**src/rtl/truth_table_sweeper_if.sv**
```systemverilog
// Bus between the truth-table sweeper and the 4-input logic block it characterises.
// The master side is the sweeper. The slave side is the environment: it issues start,
// returns X, and observes the stimulus and the captured table.
interface truth_table_sweeper_if;
    logic        start;
    logic        X;
    logic        A;
    logic        B;
    logic        C;
    logic        D;
    logic        busy;
    logic        done;
    logic [15:0] table_out;
    logic        table_valid;

    modport master (
        input  start,
        input  X,
        output A,
        output B,
        output C,
        output D,
        output busy,
        output done,
        output table_out,
        output table_valid
    );

    modport slave (
        output start,
        output X,
        input  A,
        input  B,
        input  C,
        input  D,
        input  busy,
        input  done,
        input  table_out,
        input  table_valid
    );
endinterface

```
**src/rtl/truth_table_sweeper.sv**
```systemverilog
// Truth-table sweeper.
// The sweeper walks {A,B,C,D} through 0..15 and holds each combination for
// SETTLE_CYCLES settle cycles plus one sample cycle. On the sample cycle it captures
// the X returned by the block under test into table_out[index]. When the sweep
// completes, it pulses done and keeps the table valid until the next accepted start.
module truth_table_sweeper #(
    parameter int SETTLE_CYCLES = 4
) (
    input  logic                  clk,
    input  logic                  rst,
    truth_table_sweeper_if.master bus
);

    // A value of 0 behaves as 1. Values above 15 are clamped so that the 4-bit settle
    // counter can always reach its terminal count.
    localparam int         LP_SETTLE_EFF = (SETTLE_CYCLES < 1)  ? 1  :
                                           (SETTLE_CYCLES > 15) ? 15 : SETTLE_CYCLES;
    localparam logic [3:0] LP_CNT_LAST   = 4'(LP_SETTLE_EFF - 1);
    localparam logic [3:0] LP_INDEX_LAST = 4'd15;

    typedef enum logic [1:0] {
        S_IDLE   = 2'd0,
        S_SETTLE = 2'd1,
        S_SAMPLE = 2'd2,
        S_DONE   = 2'd3
    } state_t;

    state_t      r_state;
    logic [3:0]  r_index;
    logic [3:0]  r_cnt;
    logic        r_busy;
    logic        r_done;
    logic        r_valid;
    logic [15:0] r_table;

    // Sweep sequencer: state, index, settle count, captured table and all status flags.
    always_ff @(posedge clk or posedge rst) begin
        if (rst) begin
            r_state <= S_IDLE;
            r_index <= 4'd0;
            r_cnt   <= 4'd0;
            r_busy  <= 1'b0;
            r_done  <= 1'b0;
            r_valid <= 1'b0;
            r_table <= 16'h0000;
        end else begin
            case (r_state)
                S_IDLE: begin
                    // Index is already 0 here, so the stimulus idles at 4'b0000.
                    r_done <= 1'b0;
                    if (bus.start) begin
                        r_state <= S_SETTLE;
                        r_index <= 4'd0;
                        r_cnt   <= 4'd0;
                        r_table <= 16'h0000;
                        r_valid <= 1'b0;
                        r_busy  <= 1'b1;
                    end
                end

                S_SETTLE: begin
                    if (r_cnt == LP_CNT_LAST) begin
                        r_state <= S_SAMPLE;
                    end else begin
                        r_cnt <= r_cnt + 4'd1;
                    end
                end

                S_SAMPLE: begin
                    // X is sampled only in this state. Changes on X while settling are ignored.
                    r_table[r_index] <= bus.X;
                    if (r_index == LP_INDEX_LAST) begin
                        // The index stops at 15 and never wraps within a sweep.
                        r_state <= S_DONE;
                        r_busy  <= 1'b0;
                        r_done  <= 1'b1;
                        r_valid <= 1'b1;
                    end else begin
                        r_index <= r_index + 4'd1;
                        r_cnt   <= 4'd0;
                        r_state <= S_SETTLE;
                    end
                end

                S_DONE: begin
                    // start is not looked at here, so a request in this cycle is dropped.
                    r_done  <= 1'b0;
                    r_index <= 4'd0;
                    r_state <= S_IDLE;
                end

                default: begin
                    r_state <= S_IDLE;
                    r_index <= 4'd0;
                    r_cnt   <= 4'd0;
                    r_busy  <= 1'b0;
                    r_done  <= 1'b0;
                end
            endcase
        end
    end

    assign bus.A           = r_index[3];
    assign bus.B           = r_index[2];
    assign bus.C           = r_index[1];
    assign bus.D           = r_index[0];
    assign bus.busy        = r_busy;
    assign bus.done        = r_done;
    assign bus.table_out   = r_table;
    assign bus.table_valid = r_valid;

endmodule

```
**src/flat_wrapper.sv**
```systemverilog
// flat-port wrapper written by rule: the top's interface ports become plain ports
module truth_table_sweeper_flat 
#(
    parameter int SETTLE_CYCLES = 4
)
  (clk, rst, bus_start, bus_X, bus_A, bus_B, bus_C, bus_D, bus_busy, bus_done, bus_table_out, bus_table_valid);
  truth_table_sweeper_if bus_i ();
  input  logic clk;
  input  logic rst;
  input wire logic [$bits(bus_i.start)-1:0] bus_start;
  input wire logic [$bits(bus_i.X)-1:0] bus_X;
  output wire logic [$bits(bus_i.A)-1:0] bus_A;
  output wire logic [$bits(bus_i.B)-1:0] bus_B;
  output wire logic [$bits(bus_i.C)-1:0] bus_C;
  output wire logic [$bits(bus_i.D)-1:0] bus_D;
  output wire logic [$bits(bus_i.busy)-1:0] bus_busy;
  output wire logic [$bits(bus_i.done)-1:0] bus_done;
  output wire logic [$bits(bus_i.table_out)-1:0] bus_table_out;
  output wire logic [$bits(bus_i.table_valid)-1:0] bus_table_valid;
  assign bus_i.start = bus_start;
  assign bus_i.X = bus_X;
  assign bus_A = bus_i.A;
  assign bus_B = bus_i.B;
  assign bus_C = bus_i.C;
  assign bus_D = bus_i.D;
  assign bus_busy = bus_i.busy;
  assign bus_done = bus_i.done;
  assign bus_table_out = bus_i.table_out;
  assign bus_table_valid = bus_i.table_valid;
  truth_table_sweeper #(.SETTLE_CYCLES(SETTLE_CYCLES)) u_core (.clk(clk), .rst(rst), .bus(bus_i));
endmodule
```
**config.mk**
```make
export PLATFORM = sky130hd
export DESIGN_NAME = truth_table_sweeper_flat
export DESIGN_NICKNAME = d
export VERILOG_FILES = /design/src/rtl/truth_table_sweeper_if.sv /design/src/rtl/truth_table_sweeper.sv /design/src/flat_wrapper.sv
export SDC_FILE = /design/constraint.sdc
export NUM_CORES = 1
export LEC_CHECK = 0
export CAP_MARGIN = 20
export CORE_UTILIZATION = 45
export DETAILED_ROUTE_END_ITERATION = 8
export HOLD_SLACK_MARGIN = 0.06
export PLACE_DENSITY_LB_ADDON = 0.25
export SYNTH_ARGS = -nofsm -noshare
export SYNTH_HDL_FRONTEND = slang
export SYNTH_SLANG_ARGS = --single-unit
```
**constraint.sdc**
```tcl
create_clock -name clk -period 2.2 [get_ports clk]
set_clock_uncertainty 0.15 [all_clocks]
set_input_delay 0.44 -clock clk [delete_from_list [all_inputs] [get_ports clk]]
set_output_delay 0.44 -clock clk [all_outputs]
set_load 0.1 [all_outputs]
```
==> impl_metrics.env <==
export IMPL_r2r_end="u_core.r_cnt[0]"
export IMPL_leakage_nw=0.972
export IMPL_grt_total_usage_pct=20.5
export IMPL_drv_cap=0
export IMPL_startpoint_type="register"
export IMPL_cts_root_buf="clkbuf_8"
export IMPL_syn_area_sq_mm=0.00172
export IMPL_place_area_sq_mm=0.00203
export IMPL_cts_repair_resized=1
export IMPL_crit_reg2reg_launch="u_core.r_state[1]"
export IMPL_path_max_fanout=6
export IMPL_synth_edf_count=0
export IMPL_total_power_mw=2.70
export IMPL_syn_to_final_growth_pct=26.5
export IMPL_max_clock_freq_mhz=480
export IMPL_htree_levels=2
export IMPL_cp_required_ps=2210
export IMPL_yosysSeqAreaShare_pct=42.3
export IMPL_die_area_sq_mm=0.00407
export IMPL_rrSetupSlack_ps=120
export IMPL_power_density_mw_per_mm2=1240
export IMPL_min_path_cells=1
export IMPL_cts_sinks=29
export IMPL_finalWorstSetupSlack_ps=116
export IMPL_yosys_register_bits=29
export IMPL_slew_headroom_pct=53.1
export IMPL_fin_crit_sh_pct=94.7
export IMPL_core_sq_mm=0.00366
export IMPL_crit_type="register to register"
export IMPL_worst_slew_pin_slew_ps=690
export IMPL_antenna_found_initial=0
export IMPL_gp_congestion=0.799
export IMPL_syn_num_nets=196
export IMPL_dr_pass1_iters=4
export IMPL_min_path_type="register to register"
export IMPL_status="finished, final reports clean"
export IMPL_dp_hpwl_microns=2680
export IMPL_grt_pass1_vias=1328
export IMPL_synth_area_leaders="dfrtp_1, ha_1, o22ai_1"
export IMPL_drt_iter0_drc=59
export IMPL_ys_warn_count=0
export IMPL_finalCriticalPeriod_ps=2080
export IMPL_wl_per_cell_microns=14.3
export IMPL_drive_above_1_share_pct=23.1
export IMPL_cts_buffers=5
export IMPL_rsz0062_at_grt="false"
export IMPL_post_cts_buffers=0
export IMPL_row_count=22
export IMPL_synth_top_cells_by_count="dfrtp_1, inv_1, a21oi_1"
export IMPL_grt_overflow=0
export IMPL_synth_top_cell_by_area="dfrtp_1"
export IMPL_clock_latency_ps=280
export IMPL_grt_max_degree=30
export IMPL_final_area_sq_mm=0.00217
export IMPL_syn_inst=182
export IMPL_fillers=318
export IMPL_drc=0
export IMPL_hold_ws_ps=351
export IMPL_cts_tree="yes"
export IMPL_portBuffers=26
export IMPL_viasPerCell=5.53
export IMPL_ir_drop_mv=1.03
export IMPL_ys_flop_type="dfrtp_1"
export IMPL_yosys_area_top_type_share_pct=42.3
export IMPL_reg2reg_depth=6
export IMPL_clockBufferDepth=2
export IMPL_synth_area_per_cell_sq_um=9.43
export IMPL_ctsHoldBuffers=0
export IMPL_die_w_microns=63.8
export IMPL_dp_slack_ps=-64.2
export IMPL_synth_cell_types=40
export IMPL_drtAntennaViolNets=0
export IMPL_worstHoldEndpoint="u_core.bus.done"
export IMPL_end_kind="register"
export IMPL_drv_slew=0
export IMPL_antennaDiodeCount=0
export IMPL_post_route_util_pct=59.3
export IMPL_critical_path_arrival_ps=2100
export IMPL_cts_clk_slew_worst_paths_ps=60
export IMPL_synth_most_common_cell="dfrtp_1"
export IMPL_pin_count=27
export IMPL_setup_viol=0
export IMPL_final_nets=229
export IMPL_async_flop_share_pct=100
export IMPL_vias=1461
export IMPL_min_from="u_core.bus.done"
export IMPL_hold_viol_final=0
export IMPL_start_util_pct=46.9
export IMPL_routed_wl_microns=3760
export IMPL_die_h_microns=63.8
export IMPL_grt_pass1_wl_microns=6390
-- state kept, by name, indices dropped and copies added, names as in the netlist --
name,flops
u_core.r_index,4
u_core.bus.done,1
u_core.r_state,2
u_core.bus.table_valid,1
u_core.bus.busy,1
u_core.r_cnt,4
u_core.bus.table_out,16
-- logic make-up (layout without fill, tap and decap cells) --
kind of cell,Yosys count,after routing,synth area share (%)
flip-flops,29,29,42.3
adder cells (fa/ha/maj),10,10,7.29
AND/OR/NAND/NOR,52,52,20.0
buffers and inverters,36,70,9.11
multiplexers,7,7,4.23
AO/OA/AOI/OAI,48,48,17.1
-- how the worst max path moves through the flow --
stage,startpoint,end,slack [ps]
floorplan,u_core.r_index[0],u_core.r_cnt[0],20
detailed placement,bus_start,u_core.bus.table_out[3],-60
global placement,bus_start,u_core.bus.table_out[9],-40
global route,u_core.r_state[1],u_core.r_cnt[3],30
finish,u_core.r_state[1],u_core.r_cnt[0],120
CTS,u_core.r_state[0],u_core.r_cnt[0],90
-- cell type report --
class	count	area, sq um	area share (%)
multi-input combinational	117	841	38.7
sequential	29	728	33.5
clock inverter	3	65.1	3.00
timing repair buffer	38	318	14.6
clock buffer	5	68.8	3.17
inverter	24	90.1	4.15
tap	48	60.1	2.77
-- report_power, final --
group          switching (mW)  total, mW  internal (mW)
Sequential             0.0671      0.686          0.619
Clock                   0.209      0.659          0.450
Combinational           0.900       1.36          0.455
-- critical path, stage by stage (launching register included) --
cell and delay (ps):
dfrtp_1 400, inv_1 110, ha_1 260, buf_4 180, nor2b_2 200, nor4_4 320, mux2_1 350
-- stage by stage --
stage	TNS [ps]	cells
global placement	-299	256
floorplan	0	182
global route	0	264
detailed placement	-421	256
CTS	0	264
finish	0	264
-- layout by cell type (no fill, tap or decap), drive strengths merged, types with 4 or more instances in the layout --
cell | synthesis | routed
buf | 7 | 35
dfrtp | 29 | 29
inv | 24 | 24
a21oi | 19 | 19
o22ai | 16 | 16
ha | 10 | 10
nand3b | 8 | 8
nand3 | 7 | 7
or3b | 5 | 5
nand2b | 5 | 5
nand4 | 5 | 5
nor2 | 5 | 5
clkbuf | 5 | 5
mux2i | 5 | 5
nand2 | 4 | 4
-- routing by layer --
metal | track usage [%] | vias to the layer above | share of wire [%]
met3 | 3.93 | 6 | 6.5
li1 | - | 719 | -
met1 | 29.3 | 674 | 46
met2 | 31.0 | 62 | 46
met4 | 6.82 | 0 | 1.4
met5 | 0 | - | 0
Note: power is estimated with default switching activity, not from simulation.
